### config.mk
export PLATFORM = sky130hd
export DESIGN_NAME = tunnel_carver
export DESIGN_NICKNAME = d
export VERILOG_FILES = /design/src/rtl/tunnel_carver_pkg.sv /design/src/rtl/px_to_tile.sv /design/src/rtl/tunnel_carver.sv
export SDC_FILE = /design/constraint.sdc
export NUM_CORES = 1
export LEC_CHECK = 0
export CAP_MARGIN = 0
export CELL_PAD_IN_SITES_DETAIL_PLACEMENT = 1
export CELL_PAD_IN_SITES_GLOBAL_PLACEMENT = 2
export CORE_AREA = 2 2 107 109
export CTS_CLUSTER_DIAMETER = 100
export CTS_CLUSTER_SIZE = 8
export DETAILED_ROUTE_END_ITERATION = 7
export DIE_AREA = 0 0 109 111
export GPL_TIMING_DRIVEN = 0
export PLACE_DENSITY = 0.84
export SYNTH_ARGS = -nofsm -noshare
export SYNTH_HDL_FRONTEND = slang
export SYNTH_SLANG_ARGS = --single-unit
### constraint.sdc
create_clock -name clk100m -period 3.9 [get_ports clk100m]
set_clock_uncertainty 0.2 [all_clocks]
set_input_delay 1.17 -clock clk100m [delete_from_list [all_inputs] [get_ports clk100m]]
set_output_delay 1.17 -clock clk100m [all_outputs]
set_load 0.01 [all_outputs]
### src/rtl/tunnel_carver_pkg.sv
// Shared definitions for the tunnel carver: geometry, tile codes, FSM encoding
// and the initial-level fill pattern.
package tunnel_carver_pkg;

   localparam int TILE_PX  = 40;  // tile edge in pixels
   localparam int MAP_COLS = 16;  // tiles per row
   localparam int MAP_ROWS = 15;  // valid rows, addresses 240..255 unused
   localparam int RD_LAT   = 1;   // RAM read latency in clk100m cycles

   localparam logic [3:0] TILE_TUNNEL  = 4'd0;
   localparam logic [3:0] TILE_DIRT    = 4'd1;
   localparam logic [3:0] TILE_EMERALD = 4'd2;
   localparam logic [3:0] TILE_BAG     = 4'd3;

   typedef enum logic [2:0] {
      ST_IDLE,
      ST_FILL,
      ST_DIV,
      ST_RD,
      ST_WAIT,
      ST_EVAL,
      ST_WR
   } state_t;

   // Initial level: open top row and unused tail, emeralds every 8th tile, dirt elsewhere.
   function automatic logic [3:0] fill_code(input logic [7:0] addr);
      if (addr[7:4] >= 4'(MAP_ROWS) || addr[7:4] == 4'd0) return TILE_TUNNEL;
      if (addr[2:0] == 3'b101)                            return TILE_EMERALD;
      return TILE_DIRT;
   endfunction

endpackage

### src/rtl/px_to_tile.sv
// Iterative pixel -> tile divider. One subtraction of TILE_PX per coordinate
// per cycle, both coordinates in parallel; results clamp to the play field.
module px_to_tile
   import tunnel_carver_pkg::*;
(
   input  logic       clk100m,
   input  logic       rst_n,
   input  logic       start,
   input  logic [9:0] posx,
   input  logic [9:0] posy,
   output logic       done,
   output logic [3:0] col,
   output logic [3:0] row
);

   localparam logic [9:0] STEP    = 10'(TILE_PX);
   localparam logic [4:0] COL_MAX = 5'(MAP_COLS - 1);
   localparam logic [4:0] ROW_MAX = 5'(MAP_ROWS - 1);

   logic [9:0] rem_x, rem_y;
   logic [4:0] quo_x, quo_y;
   logic       running;
   logic       step_x, step_y;

   assign step_x = (rem_x >= STEP);
   assign step_y = (rem_y >= STEP);
   assign done   = running && !step_x && !step_y;
   assign col    = (quo_x > COL_MAX) ? COL_MAX[3:0] : quo_x[3:0];
   assign row    = (quo_y > ROW_MAX) ? ROW_MAX[3:0] : quo_y[3:0];

   // Load the captured position on start, then subtract until both remainders are below a tile.
   always_ff @(posedge clk100m or negedge rst_n) begin
      if (!rst_n) begin
         rem_x   <= '0;
         rem_y   <= '0;
         quo_x   <= '0;
         quo_y   <= '0;
         running <= 1'b0;
      end else if (start) begin
         rem_x   <= posx;
         rem_y   <= posy;
         quo_x   <= '0;
         quo_y   <= '0;
         running <= 1'b1;
      end else if (running) begin
         // NOTE: non-blocking assignments keep every register update on the same edge, independent of statement order.
         if (step_x) begin
            rem_x <= rem_x - STEP;
            quo_x <= quo_x + 5'd1;
         end
         if (step_y) begin
            rem_y <= rem_y - STEP;
            quo_y <= quo_y + 5'd1;
         end
         if (!step_x && !step_y) running <= 1'b0;
      end
   end

endmodule

### src/rtl/tunnel_carver.sv
// Write side of the 256x4 tile map RAM: fills the initial level on level_start,
// then carves dirt/emerald into tunnel as the digger enters new tiles.
module tunnel_carver
   import tunnel_carver_pkg::*;
(
   input  logic       clk100m,
   input  logic       rst_n,
   input  logic       level_start,
   input  logic [9:0] dig_posx,
   input  logic [9:0] dig_posy,
   input  logic [3:0] vgaram_douta,
   output logic       vgaram_we,
   output logic [7:0] vgaram_addra,
   output logic [3:0] vgaram_dina,
   output logic       score_inc,
   output logic       busy
);

   localparam logic [3:0] WAIT_LAST = 4'(RD_LAT - 2);

   state_t     state, state_d;
   logic [7:0] fill_cnt, fill_cnt_d;
   logic [7:0] tile, last_tile;
   logic [3:0] wait_cnt;

   logic       we_d, score_d;
   logic [7:0] addr_d;
   logic [3:0] dina_d;

   logic       div_done;
   logic [3:0] div_col, div_row;
   logic [7:0] div_tile;

   px_to_tile u_div (
      .clk100m (clk100m),
      .rst_n   (rst_n),
      .start   (state == ST_IDLE),
      .posx    (dig_posx),
      .posy    (dig_posy),
      .done    (div_done),
      .col     (div_col),
      .row     (div_row)
   );

   // row*MAP_COLS + col with MAP_COLS = 16 is a plain concatenation.
   assign div_tile = {div_row, div_col};
   assign busy     = (state != ST_IDLE);

   // State register.
   always_ff @(posedge clk100m or negedge rst_n) begin
      if (!rst_n) state <= ST_IDLE;
      else        state <= state_d;
   end

   // Next-state logic; level_start pre-empts everything and (re)starts the fill.
   always_comb begin
      // NOTE: defaults first so every path assigns every output and no latch is inferred.
      state_d    = state;
      fill_cnt_d = fill_cnt;
      if (level_start) begin
         state_d    = ST_FILL;
         fill_cnt_d = 8'd0;
      end else begin
         case (state)
            ST_IDLE: state_d = ST_DIV;
            ST_FILL: begin
               if (fill_cnt == 8'hFF) state_d = ST_IDLE;
               else                   fill_cnt_d = fill_cnt + 8'd1;
            end
            ST_DIV: begin
               if (div_done) state_d = (div_tile == last_tile) ? ST_IDLE : ST_RD;
            end
            ST_RD:   state_d = (RD_LAT > 1) ? ST_WAIT : ST_EVAL;
            ST_WAIT: if (wait_cnt == WAIT_LAST) state_d = ST_EVAL;
            ST_EVAL: begin
               if (vgaram_douta == TILE_DIRT || vgaram_douta == TILE_EMERALD) state_d = ST_WR;
               else                                                           state_d = ST_IDLE;
            end
            ST_WR:   state_d = ST_IDLE;
            default: state_d = ST_IDLE;
         endcase
      end
   end

   // Output values for the coming state, registered below so they line up with it.
   always_comb begin
      we_d    = (state_d == ST_FILL) || (state_d == ST_WR);
      addr_d  = vgaram_addra;
      dina_d  = vgaram_dina;
      score_d = 1'b0;
      case (state_d)
         ST_FILL: begin
            addr_d = fill_cnt_d;
            dina_d = fill_code(fill_cnt_d);
         end
         ST_RD:   addr_d = div_tile;
         ST_WR: begin
            addr_d  = tile;
            dina_d  = TILE_TUNNEL;
            score_d = (vgaram_douta == TILE_EMERALD);
         end
         default: ;
      endcase
   end

   // Datapath registers: RAM port, fill index, tile tracking, read-latency counter.
   always_ff @(posedge clk100m or negedge rst_n) begin
      if (!rst_n) begin
         vgaram_we    <= 1'b0;
         vgaram_addra <= '0;
         vgaram_dina  <= '0;
         score_inc    <= 1'b0;
         fill_cnt     <= '0;
         tile         <= '0;
         last_tile    <= 8'hFF;
         wait_cnt     <= '0;
      end else begin
         vgaram_we    <= we_d;
         vgaram_addra <= addr_d;
         vgaram_dina  <= dina_d;
         score_inc    <= score_d;
         fill_cnt     <= fill_cnt_d;
         if (state == ST_DIV && div_done) tile <= div_tile;
         // 8'hFF never matches a real tile, so the first position after a fill is always evaluated.
         if (state_d == ST_FILL)      last_tile <= 8'hFF;
         else if (state == ST_EVAL)   last_tile <= tile;
         if (state == ST_RD)          wait_cnt <= '0;
         else if (state == ST_WAIT)   wait_cnt <= wait_cnt + 4'd1;
      end
   end

endmodule

==> results of run 1 <==
where the power goes:
part	switching (mW)	internal [mW]
Sequential	0.170	0.859
Combinational	0.438	0.368
Clock	0.322	0.557
Total	0.930	1.78
kinds of logic (layout without fill, tap and decap cells):
| logic type | count (synthesis) | count (layout) | share of synthesized area (%) |
|---|---|---|---|
| AND/OR/NAND/NOR | 170 | 170 | 22.1 |
| AO/OA/AOI/OAI | 103 | 103 | 17.9 |
| flip-flops | 68 | 68 | 45.6 |
| buffers and inverters | 46 | 94 | 5.30 |
| XOR/XNOR | 22 | 22 | 5.14 |
| adder cells (fa/ha/maj) | 8 | 8 | 2.67 |
| multiplexers | 4 | 4 | 1.10 |
| other | 1 | 2 | 0.0999 |
synth_stat cells, drive strengths merged, types with 3 or more instances:
master | count | area share [%]
inv | 22 | 2.2
clkbuf | 15 | 1.5
nand3 | 15 | 2.0
o21a | 3 | 0.60
buf | 8 | 1.5
nand3b | 4 | 0.80
o211ai | 6 | 1.2
or2 | 5 | 0.83
and3 | 4 | 0.67
nor4 | 3 | 0.50
or3 | 5 | 0.83
ha | 8 | 2.7
nor2 | 49 | 4.9
nand4 | 3 | 0.50
dfrtp | 60 | 40
a22oi | 6 | 1.7
dfstp | 8 | 5.6
a21oi | 21 | 2.8
a311oi | 3 | 0.70
nand2 | 53 | 5.3
a41oi | 3 | 0.70
a31oi | 5 | 0.83
xor2 | 9 | 2.1
o21ai | 34 | 4.5
xnor2 | 13 | 3.0
and2 | 6 | 1.1
mux2i | 3 | 0.80
nor2b | 4 | 0.67
o31ai | 4 | 0.80
nor3 | 5 | 0.67
a211oi | 7 | 1.4
stage by stage:
step / hold WS [ns] / utilization, % / setup TNS, ns / setup slack [ns] / total power, mW
floorplan: 0.266 / - / 0 / 0.984 / 1.61
global placement: 0.273 / 38.4 / -53.96 / -0.892 / 1.81
detailed placement: 0.283 / 38.4 / 0 / 0.287 / 1.86
CTS: 0.296 / 41.3 / 0 / 0.116 / 2.75
global route: 0.336 / 41.3 / 0 / 0.0170 / 2.94
finish: 0.290 / 41.3 / 0 / 0.142 / 2.71
sequential cells by signal, indices dropped and copies added (netlist names):
register,cells
u_div.running,1
u_div.quo_y,5
score_inc,1
u_div.rem_x,7
u_div.quo_x,5
u_div.rem_y,7
fill_cnt,8
vgaram_we,1
wait_cnt,4
last_tile,8
vgaram_dina,2
vgaram_addra,8
tile,8
state,3
cell type report:
cell class	instances	share of cell area (%)
inverters	23	1.89
well taps	143	3.91
clock buffers	9	4.93
multi-input cells	309	40.4
repair buffers	32	6.95
flip-flops and latches	68	37.4
plain buffers	23	2.46
clock inverters	7	2.00
worst max-delay path: cells and delay by family (launching register included):
family | cells | cell delay, ns
buffers and inverters | 3 | 0.97
AND/OR/NAND/NOR | 2 | 0.67
flip-flops | 1 | 0.41
metal layers:
metal  wire (um)  GRT usage [%]  vias to the layer above
met3         274           3.70                       11
met2        4660           29.2                       47
met4         112           4.36                        0
met1        4500           23.3                     1560
met5           0              0                        -
li1            -              -                     1574
final timing paths:
check	slack [ns]	depth (start not counted)	to
min in group asynchronous	0.74	1	tile[5]
max	0.14	5	busy
max reg2reg	0.55	11	vgaram_addra[3]
min reg2reg	0.29	2	vgaram_dina[1]
min	0.29	2	vgaram_dina[1]
max in group asynchronous	2.18	1	u_div.rem_x[6]
==> impl_metrics.json, run 1 <==
{
  "max_slew.worst_pin.slew_ns": 1.04,
  "cts_sinks": 68,
  "ys.flop_type": "dfrtp_1",
  "seq_area_um2": 1710,
  "leakage_nw": 1.88,
  "max_slew_margin_pct": 29.6,
  "holdCritStartpoint": "vgaram_dina[1]",
  "hpwl_um": 6940,
  "htreeDepth": 3,
  "root_buffer": "clkbuf_16",
  "rsz0062_at_grt": "no",
  "drc_errors": 0,
  "layout_common_cells": "dfrtp_1 (60), nand2_1 (53), nor2_1 (48)",
  "first_pass_iters": 4,
  "cellPowerDensity_nw_per_um2": 594,
  "syn_area_um2": 3750,
  "fin_cells": 614,
  "post_drt_wl_per_cell_um": 15.5,
  "max_freq_mhz": 266,
  "grt.overflow.total": 0,
  "port_buffers": 32,
  "post-cts-setup-buffers": 0,
  "crit_arrival_ns": 2.39,
  "grt.total_usage_pct": 17.6,
  "rows": 39,
  "clock_path_buffers": 2,
  "grt_pass1_vias": 3428,
  "finalSetupViolations": 0,
  "ys_seq_elements": 68,
  "vias": 3192,
  "wirelength_um": 9550,
  "critPathLaunch": "state[2]",
  "cts_tree": "built",
  "period_share_pct": 96.4,
  "status": "completed",
  "critical_path_class": "reg2out",
  "syn_avg_cell_area_um2": 8.89,
  "report.final.slew_viol_count": 0,
  "hp-class": "reg2reg",
  "timing.final.hold_violations": 0,
  "fin_crit_ns": 3.76,
  "grt_antenna_before_repair": 0,
  "critPathMaxFanout": 10,
  "worst_setup_path_end_kind": "primary output",
  "diodes": 0,
  "dp.cells": 598,
  "grt_pass1_wl_um": 16900,
  "yosysWarnings": 0,
  "syn_inst": 422,
  "max_stage_delay_ns": 0.52,
  "fin_area_um2": 4570,
  "die_w_um": 109,
  "required_ns": 2.53,
  "via_per_inst": 5.20,
  "synthArstFlopShare_pct": 100,
  "fp.coreArea_um2": 11100,
  "grt_max_degree": 69,
  "start_util_pct": 33.9,
  "pin_count": 42,
  "cts_buffers": 9,
  "clk_latency_ns": 0.34,
  "drive_gt1_share_pct": 9.55,
  "synth.distinct_cells": 61,
  "drt_iter0_drc": 136,
  "dieArea_um2": 12100,
  "peakVddDrop_mv": 0.206,
  "synth_enable_flop_cells": 0,
  "final_common_cell": "dfrtp_1",
  "place.gp.congestion": 0.792,
  "rr_startpoint": "u_div.quo_x[0]",
  "area_growth_pct": 21.8,
  "postRouteAntennaNets": 0,
  "multi_input_area_um2": 1850,
  "maxCapViolCount": 0,
  "worst_path_max_delay_cell": "clkdlybuf4s50_1",
  "path_cells": "clkbuf_1, or2_2, nor2_2, clkinv_1, clkdlybuf4s50_1",
  "die_h_um": 111,
  "critical_path.startpoint_type": "register",
  "fillers": 1285,
  "dpl-instance-area_um2": 4250,
  "postCtsHoldBufs": 0,
  "yosysSeqAreaShare_pct": 45.6,
  "nNetsFinal": 501,
  "clkTransAtPathRegs_ns": 0.06,
  "cts_resized": 1
}
No activity file was read; power rests on OpenSTA's default activity.
==> run 2, diff against run 1 <==
ABC_AREA = 0   (was not set)
==> results of run 2 <==
No change in the layout: final DEF, timing and power equal those of run 1.
==> variant, RTL diff (settings of run 2) <==
Reset style: synchronous (`rst_n`), changed in 3 clocked blocks.
--- a/src/rtl/px_to_tile.sv
+++ b/src/rtl/px_to_tile.sv
@@ -31,3 +31,3 @@
    // Load the captured position on start, then subtract until both remainders are below a tile.
-   always_ff @(posedge clk100m or negedge rst_n) begin
+   always_ff @(posedge clk100m) begin
       if (!rst_n) begin
--- a/src/rtl/tunnel_carver.sv
+++ b/src/rtl/tunnel_carver.sv
@@ -49,3 +49,3 @@
    // State register.
-   always_ff @(posedge clk100m or negedge rst_n) begin
+   always_ff @(posedge clk100m) begin
       if (!rst_n) state <= ST_IDLE;
@@ -106,3 +106,3 @@
    // Datapath registers: RAM port, fill index, tile tracking, read-latency counter.
-   always_ff @(posedge clk100m or negedge rst_n) begin
+   always_ff @(posedge clk100m) begin
       if (!rst_n) begin
Formal check against the unedited RTL: differs if rst_n is asserted again (counterexample within 4 cycles, from zero or initial values and one cycle with rst_n low); with rst_n held inactive, the same outputs for 10 cycles.
==> variant against run 2 <==
  * Register-to-register slack better by 0.16 ns
  * Routed wire length increased by 13%
  * Design area decreased by 0.38%
  * Worst setup slack better by 0.33 ns
  * Synthesized cell count increased by 5.9%
  * Synthesized area rose by 0.53%
  * Sequential cell count stayed put
  * Worst hold slack lost 0.011 ns
Power is not compared: it rests on default switching activity, and its combinational part moved more than twofold at a synthesized area within 25%.
==> variant: results (changes against run 2) <==
Ys Warns=0 (unchanged); Longest Clk Path Bufs=2 (unchanged); Root Buffer=clkbuf_16; Crit Path Max Fanout=15 (+5); Fill cells=1333 (+3.7%); vias per inst=5.47 (+5.2%); first-pass GRT wire length=17.8 mm (+5.5%); Skew-Pair Late Insertion Delay=0.33 ns; NumNets Final=524 (+4.6%); met3 wire length=251 um (-8.4%); I/O Buffers=31 (-3.1%); CP startpoint kind=register; post-CTS setup buffer count=0 (unchanged); vias in the first global route=3543 (+3.4%); internal power=0.00140 W; reg2reg start=u_div.quo_x[0]; gr usage total=18.6% (+0.98 points); largest net degree at the start of global routing=11 (-84%); ANT cells=0 (unchanged); H-tree lvl count=3 (unchanged); DR top layer=met4; VDD IR max=0.206 mV; crit path launch=state[2]; status=finished, final reports clean; clock-pin slew on the worst setup and hold paths=0.05 ns; arrival time worst endpoint=2.05 ns (-0.34 ns); largest cells by area after synthesis=dfxtp_1, nor2_1, a211oi_1; most frequent cells after synthesis=dfxtp_1, nor2_1, nand2_1; 1st-iter DRT viols=167 (+23%); First-pass DRT Iterations=4 (unchanged); HP Class=reg -> reg; share of cells above drive strength 1=11.0% (+1.4 points); Netlist cell types=77 (+26%); Worst Tran Pin Value=0.656 ns (-0.384 ns); DP HPWL=8.17 mm (+18%); GPL Wtd Cong=0.821 (+3.7%); Met1 Wirelength=5.12 mm (+14%); Post-Route WL=10.8 mm (+13%); initial antenna violation count=0 (unchanged); post-synthesis async set-or-reset flop share=0% (-100 points); met2 wire length=5.24 mm (+12%); Hold Startpoint=vgaram_dina[0]; Num CTS Buffers=9 (unchanged); static leakage=1.68 nW; register area share after synthesis=36.1% (-9.5 points)
variant: changes by cell type in the layout (fill, tap and decap cells not counted), moves of 6 or more:
cell	before	now
a211oi_1	7	18
a21oi_1	21	11
and3_1	4	10
dfrtp_1	60	0
dfstp_2	8	0
dfxtp_1	0	68
inv_1	22	12
nand2_1	53	31
nand4_1	3	9
nor2_1	48	61
nor3_1	5	17
o21ai_0	34	12
variant: stage by stage:
| stage | instance area, um^2 | cells | power, W | setup WS [ns] | hold WS, ns |
|---|---|---|---|---|---|
| floorplan | 3780 | 448 | 0.00100 | 1.13 | 0.250 |
| global placement | 4270 | 622 | 0.00110 | 0.305 | 0.264 |
| detailed placement | 4270 | 622 | 0.00111 | 0.269 | 0.274 |
| CTS | 4560 | 636 | 0.00192 | 0.116 | 0.281 |
| global route | 4550 | 635 | 0.00199 | 0.343 | 0.311 |
| finish | 4550 | 635 | 0.00190 | 0.475 | 0.278 |
variant: cells by family after synthesis:
group	Yosys count	synth area share, %
AO/OA/AOI/OAI	97	19.8
XOR/XNOR	21	4.88
adder cells (fa/ha/maj)	8	2.65
buffers and inverters	45	6.63
flip-flops	68	36.1
multiplexers	5	1.36
other	1	0.0994
AND/OR/NAND/NOR	202	28.5
variant: repair_timing:
| item | in CTS | in global routing |
|---|---|---|
| gates resized for setup | 1 | 0 |
| setup endpoints to repair | 1 | 1 |
| hold endpoints to repair | 0 | 0 |
variant: final timing paths:
check / end / slack (ns) / cells after the start
max: busy / 0.48 / 4
min: vgaram_dina[0] / 0.28 / 2
max reg2reg: vgaram_addra[4] / 0.71 / 10
min reg2reg: vgaram_dina[0] / 0.28 / 2
variant: cell type report:
cell class                 instances  area, um^2  area share (%)
tap                              143         179            3.93
timing repair buffer              31         310            6.81
inverter                          14        52.6            1.15
clock buffer                      12         256            5.63
clock inverter                     2        35.0           0.769
multi-input combinational        335        2160            47.5
sequential                        68        1360            29.9
buffer                            30         195            4.29
variant: worst max-delay path: stages, from the launching register on:
cell	delay (ns)
dfxtp_1	0.48
clkbuf_2	0.30
nor3_1	0.13
inv_2	0.23
clkdlybuf4s50_1	0.59
variant: metal layers:
metal,up-vias,GRT usage (%)
met5,-,0
met4,0,6.58
met3,11,2.76
met2,48,30.7
met1,1695,24.4
li1,1718,-
variant: power groups by stage:
| stage | clock (W) | combinational (W) | sequential, W |
|---|---|---|---|
| CTS | 0.000819 | 0.000330 | 0.000769 |
| global placement | 0 | 0.000320 | 0.000782 |
| floorplan | 0 | 0.000224 | 0.000777 |
| detailed placement | 0 | 0.000326 | 0.000784 |
| finish | 0.000808 | 0.000326 | 0.000770 |
| global route | 0.000855 | 0.000363 | 0.000776 |
